--- src/rtl/led_ring_pkg.sv ---
// led_ring_pkg: pixel colour type, driver state encoding and 50 MHz WS2812 timing defaults.
package led_ring_pkg;
  typedef struct packed {logic [7:0] g, r, b;} grbT;
  typedef enum logic [2:0] {S_IDLE, S_FETCH, S_LOAD, S_BIT, S_LATCH} ringStateT;
  localparam int NUM_LEDS_DEF = 60;
  localparam int T0H_CYC_DEF = 20;
  localparam int T1H_CYC_DEF = 40;
  localparam int BIT_CYC_DEF = 63;
  localparam int LATCH_CYC_DEF = 2600;
endpackage

--- src/rtl/led_ring_driver.sv ---
// led_ring_driver: fetches GRB pixels by index and serialises them MSB-first onto a WS2812-class one-wire ring.
module led_ring_driver
  import led_ring_pkg::*;
#(
  parameter int NUM_LEDS = NUM_LEDS_DEF,
  parameter int T0H_CYC = T0H_CYC_DEF,
  parameter int T1H_CYC = T1H_CYC_DEF,
  parameter int BIT_CYC = BIT_CYC_DEF,
  parameter int LATCH_CYC = LATCH_CYC_DEF,
  localparam int IDX_W = NUM_LEDS > 1 ? $clog2(NUM_LEDS) : 1
) (
  input  logic             clk,
  input  logic             rst,
  input  logic             start,
  output logic [IDX_W-1:0] pix_idx,
  input  grbT              pix_grb,
  output logic             ring_dout,
  output logic             busy,
  output logic             frame_done
);
  localparam int CNT_MAX = (BIT_CYC - 1) > LATCH_CYC ? (BIT_CYC - 1) : LATCH_CYC;
  localparam int CNT_W = $clog2(CNT_MAX + 1);
  localparam logic [CNT_W-1:0] BIT_LAST = CNT_W'(BIT_CYC - 1);
  localparam logic [CNT_W-1:0] LATCH_LAST = CNT_W'(LATCH_CYC);
  localparam logic [CNT_W-1:0] T0H = CNT_W'(T0H_CYC);
  localparam logic [CNT_W-1:0] T1H = CNT_W'(T1H_CYC);
  localparam logic [IDX_W-1:0] IDX_LAST = IDX_W'(NUM_LEDS - 1);
  ringStateT        state_q;
  logic [23:0]      sh_q;
  logic [4:0]       bit_q;
  logic [CNT_W-1:0] cyc_q;
  logic [IDX_W-1:0] idx_q;
  logic             dout_q, busy_q, done_q;
  // The latch counter runs 0..LATCH_CYC so the line sits low for LATCH_CYC full cycles after the last bit's registered output.
  always_ff @(posedge clk or posedge rst) begin
    if (rst) begin
      state_q <= S_IDLE;
      sh_q <= '0;
      bit_q <= '0;
      cyc_q <= '0;
      idx_q <= '0;
      dout_q <= 1'b0;
      busy_q <= 1'b0;
      done_q <= 1'b0;
    end else begin
      dout_q <= 1'b0;
      done_q <= 1'b0;
      case (state_q)
        S_IDLE: if (start) begin
          state_q <= S_FETCH;
          busy_q <= 1'b1;
          idx_q <= '0;
        end
        S_FETCH: state_q <= S_LOAD;
        S_LOAD: begin
          sh_q <= pix_grb;
          bit_q <= 5'd23;
          cyc_q <= '0;
          state_q <= S_BIT;
        end
        S_BIT: begin
          dout_q <= cyc_q < (sh_q[23] ? T1H : T0H);
          if (cyc_q == BIT_LAST) begin
            cyc_q <= '0;
            sh_q <= {sh_q[22:0], 1'b0};
            if (bit_q != 5'd0) bit_q <= bit_q - 5'd1;
            else if (idx_q != IDX_LAST) begin
              idx_q <= idx_q + 1'b1;
              state_q <= S_FETCH;
            end else state_q <= S_LATCH;
          end else cyc_q <= cyc_q + 1'b1;
        end
        S_LATCH: if (cyc_q == LATCH_LAST) begin
          cyc_q <= '0;
          idx_q <= '0;
          done_q <= 1'b1;
          busy_q <= 1'b0;
          state_q <= S_IDLE;
        end else cyc_q <= cyc_q + 1'b1;
        default: state_q <= S_IDLE;
      endcase
    end
  end
  assign pix_idx = idx_q;
  assign ring_dout = dout_q;
  assign busy = busy_q;
  assign frame_done = done_q;
endmodule
--- config.mk ---
export PLATFORM = sky130hd
export DESIGN_NAME = led_ring_driver
export DESIGN_NICKNAME = d
export VERILOG_FILES = /design/src/rtl/led_ring_pkg.sv /design/src/rtl/led_ring_driver.sv
export SDC_FILE = /design/constraint.sdc
export NUM_CORES = 1
export LEC_CHECK = 0
export ABC_AREA = 1
export BUFFER_PORTS_ARGS = -buffer_cell sky130_fd_sc_hd__buf_2
export CORE_MARGIN = 10
export CORE_UTILIZATION = 58
export CTS_CLUSTER_DIAMETER = 100
export DETAILED_ROUTE_END_ITERATION = 8
export PLACE_DENSITY = 0.89
export SYNTH_ARGS = -nofsm -noshare
export SYNTH_HDL_FRONTEND = slang
export SYNTH_SLANG_ARGS = --single-unit
--- constraint.sdc ---
create_clock -name clk -period 2 [get_ports clk]
set_input_delay 0.2 -clock clk [delete_from_list [all_inputs] [get_ports clk]]
set_output_delay 0.2 -clock clk [all_outputs]
set_load 0.01 [all_outputs]
==> Word-level counts from Yosys, hierarchy flattened <==
Cells that the tools add are included.
{ "word_totals": {"regBits": 53, "inputBits": 27, "out_inout_bits": 9, "word_cells": 63} }
{ "classes": {"add_sub_neg": 3, "magnitude_cmp": 1, "eq_ne": 13, "n_mux": 27, "reduce_logical": 11} }
{ "ops": {"columns": ["cell", "n"], "rows": [
  ["one-hot mux 24 bit (2 select lines)", 1],
  ["2-to-1 mux 6 bit", 6],
  ["one-hot mux 12 bit (3 select lines)", 1],
  ["2-to-1 mux 12 bit", 2],
  ["2-to-1 mux 24 bit", 1],
  ["one-hot mux 6 bit (3 select lines)", 1],
  ["2-to-1 mux 3 bit", 5],
  ["one-hot mux 3 bit (5 select lines)", 1],
  ["adder 12 x 1 -> 12 bit, second input constant", 1],
  ["== test 12 bit, second input constant", 1],
  ["== test 12 x 6 -> 1 bit, second input constant", 1],
  ["less-than comparator 12 x 6 -> 1 bit", 1],
  ["!= test 2 bit, second input constant", 6],
  ["2-to-1 mux 5 bit", 2],
  ["one-hot mux 5 bit (2 select lines)", 1],
  ["adder 6 x 1 -> 6 bit, second input constant", 1],
  ["== test 3 x 2 -> 1 bit, second input constant", 2],
  ["!= test 6 bit, second input constant", 1],
  ["AND reduction 3 bit", 2],
  ["AND reduction 6 bit", 1],
  ["nonzero test 3 bit", 2],
  ["2-to-1 mux 1 bit", 5],
  ["nonzero test 5 bit", 1],
  ["subtractor 5 x 1 -> 5 bit, second input constant", 1],
  ["other kinds (7)", 8]
]} }

==> Longest topological paths before layout <==
{ "depth": {"depth_word": 5, "depth_mapped": 11, "depth_no_buf": 11} }

==> Least setup slack after synthesis <==
Ideal clock, no wire load.
{ "synth_timing": {"path_kind": "register to register", "start": "reg cyc_q[0]", "end": "reg state_q[0]", "arrival_ns": 1.385, "required_ns": 1.872, "slack_ns": 0.488, "path_stages_with_launch": 10, "period_less_slack_ns": 1.512, "cell_sequence": "dfrtp_1 inv_1 ha_1 nand2_1 nor2_1 nand3_1 nand2_1 nand2_2 o21ai_0 nand2_1"} }
{ "synth_via": {"elab_chain_len": 3, "elab_cells_between_ends": 5, "classes_between": "4 x eq/ne; 1 x reduce/logical"} }
{ "synth_lines": {"columns": ["element", "line_no", "source"], "rows": [
  ["from (decl)", "led_ring_driver.sv:31", "logic [CNT_W-1:0] cyc_q;"],
  ["from (signal assigned)", "led_ring_driver.sv:71", "end else cyc_q <= cyc_q + 1'b1;"],
  ["from (signal assigned)", "led_ring_driver.sv:79", "end else cyc_q <= cyc_q + 1'b1;"],
  ["== test 12 bit / == test 12 x 6 -> 1 bit (equally long branches)", "led_ring_driver.sv:73, led_ring_driver.sv:63", null],
  ["!= test 2 bit (no source line)", null, null],
  ["AND reduction 4 bit (no source line) *", null, null],
  ["to (signal assigned)", "led_ring_driver.sv:70", "end else state_q <= S_LATCH;"],
  ["to (signal assigned)", "led_ring_driver.sv:78", "state_q <= S_IDLE;"],
  ["to (signal assigned)", "led_ring_driver.sv:80", "default: state_q <= S_IDLE;"],
  ["to (decl)", "led_ring_driver.sv:28", "ringStateT state_q;"]
]} }
Every way passes the cells marked *; elsewhere a longest branch is shown, timed or not.
A chain may end at the register's enable or synchronous reset.

==> Final worst setup path <==
{ "layout_timing": {"start": "reg cyc_q[0]", "end": "reg idx_q[1], in the netlist pix_idx[1]"} }
{ "layout_via": {"elab_chain_len": 3, "elab_cells_between_ends": 5, "classes_between": "4 x eq/ne; 1 x reduce/logical"} }
{ "layout_lines": {"columns": ["element", "line_no", "source"], "rows": [
  ["== test 12 bit / == test 12 x 6 -> 1 bit (equally long branches)", "led_ring_driver.sv:73, led_ring_driver.sv:63", null],
  ["!= test 2 bit (no source line)", null, null],
  ["AND reduction 6 bit (no source line) *", null, null],
  ["to (signal assigned)", "led_ring_driver.sv:68", "idx_q <= idx_q + 1'b1;"],
  ["to (decl)", "led_ring_driver.sv:32", "logic [IDX_W-1:0] idx_q;"]
]} }
Marks and branches as above.

==> impl_metrics.yaml <==
grt:
  grt_usage_pct: 14.6
  grt_antenna_before_repair: 0
  grt_pass1_wl_mm: 10.4
  grt_pass1_vias: 2387
  grt-ovfl-total: 0
  grt_max_degree: 49
setup_path:
  crit_top_cell: "nand2_1"
  arrival_ns: 2.05
  path_class: "flop to flop"
  end_kind: "flop"
  cp_slowest_stage_delay_ns: 0.43
  crit_chain: "inv_1, ha_1, nand2_1, nor2_1, nand3_1, nand2_1, nand4_1, nand2_1, nand2_1"
  crit_path_top_delay_cell: "dfrtp_1"
  ff2ff_path_depth: 9
  required_ns: 2.20
  worstSetupStartpointType: "flop"
  crit_fanout: 6
synthesis:
  synth_cell_types: 30
  ys_ff_latch: 53
  synth_area_leaders: "dfrtp_1 (46%), nand2_1 (11%), mux2i_1 (7.9%)"
  synth_nets: 387
  avgSynthCellArea_um2: 8.25
  syn_area_um2: 2910
  yosys_warnings: 0
  yosysTopAreaCell: "dfrtp_1"
  synth_seq_area_share_pct: 45.7
  synthDominantCellAreaShare_pct: 45.7
  netlist_instances: 352
die:
  io_pins: 36
  die-area_um2: 8240
  start_util_pct: 60.7
  coreArea_um2: 4790
  rows: 25
  chipHeight_um: 90.8
  die_w_um: 90.8
pwr:
  power_density_nw_per_um2: 1340
  power.leakage_nw: 1.64
  irDropWorstVdd_mv: 0.846
sta:
  finalCriticalPeriod_ns: 1.85
  fmax_mhz: 540
  fin_setup_tns_ns: 0
  holdWs_ns: 0.161
  finalHoldViolations: 0
  setup_viol: 0
  rsz0062_at_grt: "false"
  slew_violations: 0
  relSlewSlack_pct: 63.9
  period_share_pct: 92.6
  finClkSkew_ns: 0.00920
  worst_pin_slew_ns: 0.540
placement:
  port_buffers: 35
  gp_congestion: 0.926
  hpwlAfterDp_mm: 4.52
layout:
  mostFrequentLayoutCells: "nand2_1 (88), dfrtp_1 (53), nor2_1 (35), buf_2 (35), inv_1 (34)"
  final_common_cell: "nand2_1"
  antennaDiodeCount: 0
  area_growth_pct: 12.4
  layout.nets: 427
  drive_above_1_share_pct: 15.6
  nFillCells: 360
cts:
  clock_sinks: 53
  clockBufferDepth: 2
  h-tree-depth: 2
  insertion_delay_ns: 0.31
  cts_setup_buffers: 0
  numCtsBuffers: 5
  clk_transition_reported_paths_ns: 0.10
  clockRootBuffer: "clkbuf_8"
  cts_tree: "done"
detailed_routing:
  first_pass_iters: 4
  wirelength_mm: 6.18
  vias: 2450
  via_per_inst: 5.34
  drc: 0
  wl_per_cell_um: 13.5
  drt_iter0_drc: 225
  ant_nets: 0
flow_run:
  cap_violations: 0
run_status:
  status: "finished, final reports clean"
min_path:
  holdPathStages: 3
  hold_class: "input pin to flop"
## cell families (layout without fill, tap and decap cells)
logic type / count (synthesis) / in the layout / share of synthesized area [%]
AOI/OAI and AO/OA: 51 / 51 / 9.48
buffers and inverters: 45 / 85 / 7.11
xor gates and xnor gates: 10 / 10 / 3.01
muxes: 23 / 23 / 7.92
adders and majority gates: 8 / 8 / 3.45
and+or+nand+nor: 162 / 162 / 23.4
DFF: 53 / 53 / 45.7
## cell usage after synthesis (all sizes together)
cell and instances:
nand2 92, nor3b 1, mux2i 23, nor2 40, a21o 1, clkbuf 2, xor2 5, ha 8
xnor2 5, o21ai 37, or2 1, dfrtp 53, a21boi 1, a31oi 1, nand3 21, o22ai 8
a21oi 3, inv 36, nor3 3, buf 7, nand4 4
## metrics by stage
stage                     worst slack (ns)  power [mW]  util, %  cell area, um^2  instances
after floorplan                      0.488        3.29        -             2910        352
after global placement               0.250        3.56     65.8             3150        451
after detailed placement             0.188        3.67     65.8             3150        451
after CTS                            0.149        4.39     68.2             3260        459
after global routing                0.0245        4.74     68.3             3270        459
final                                0.147        4.39     68.3             3270        459
## worst paths after layout
| check | startpoint | endpoint | slack (ns) |
|---|---|---|---|
| worst min register to register | sh_q[16]$_DFFE_PP0P_ | sh_q[16]$_DFFE_PP0P_ | 0.49 |
| worst max register to register | cyc_q[0]$_DFFE_PP0P_ | pix_idx[1]$_DFFE_PP0P_ | 0.15 |
| min in group asynchronous | rst | cyc_q[0]$_DFFE_PP0P_ | 0.34 |
| worst max-delay path | cyc_q[0]$_DFFE_PP0P_ | pix_idx[1]$_DFFE_PP0P_ | 0.15 |
| worst min-delay path | pix_grb[0] | sh_q[0]$_DFFE_PP0P_ | 0.16 |
| max in group asynchronous | rst | sh_q[20]$_DFFE_PP0P_ | 1.16 |
## area by class of cell
type,instances,area (um^2),area share (%)
Clock inverter,2,35.0,1.07
Inverter,36,135,4.14
Sequential cell,53,1330,40.6
Timing Repair Buffer,42,243,7.43
Multi-Input combinational cell,254,1380,42.1
Clock buffer,5,68.8,2.11
Tap cell,67,83.8,2.57
## registers in the layout, indices dropped and copies added (netlist names)
| name | count |
|---|---|
| bit_q | 5 |
| busy | 1 |
| cyc_q | 12 |
| frame_done | 1 |
| pix_idx | 6 |
| ring_dout | 1 |
| sh_q | 24 |
| state_q | 3 |
## report_power, final
group | internal, mW | switching, mW
logic | 0.740 | 1.23
registers | 1.45 | 0.259
clock network | 0.364 | 0.344
## layer usage
metal / up-vias / GRT usage, % / part of all wire, %
met5: - / 0 / 0
met1: 1138 / 17.6 / 46
met2: 80 / 23.9 / 47
met3: 12 / 4.82 / 6.1
li1: 1220 / - / -
met4: 0 / 5.22 / 1.2
## timing repair
item	4_1_cts	5_1_grt
endpoints found under the hold margin	7	0
setup endpoints to repair	0	3
hold buffers	1	0
gates resized for setup	0	2
## critical path, delay by kind of cell, from the launching register on
family,cells,cell delay (ns)
buffers and inverters,1,0.13
adders and majority gates,1,0.19
and+or+nand+nor,7,0.99
DFF,1,0.43
Power figures use the tool's default switching activity.
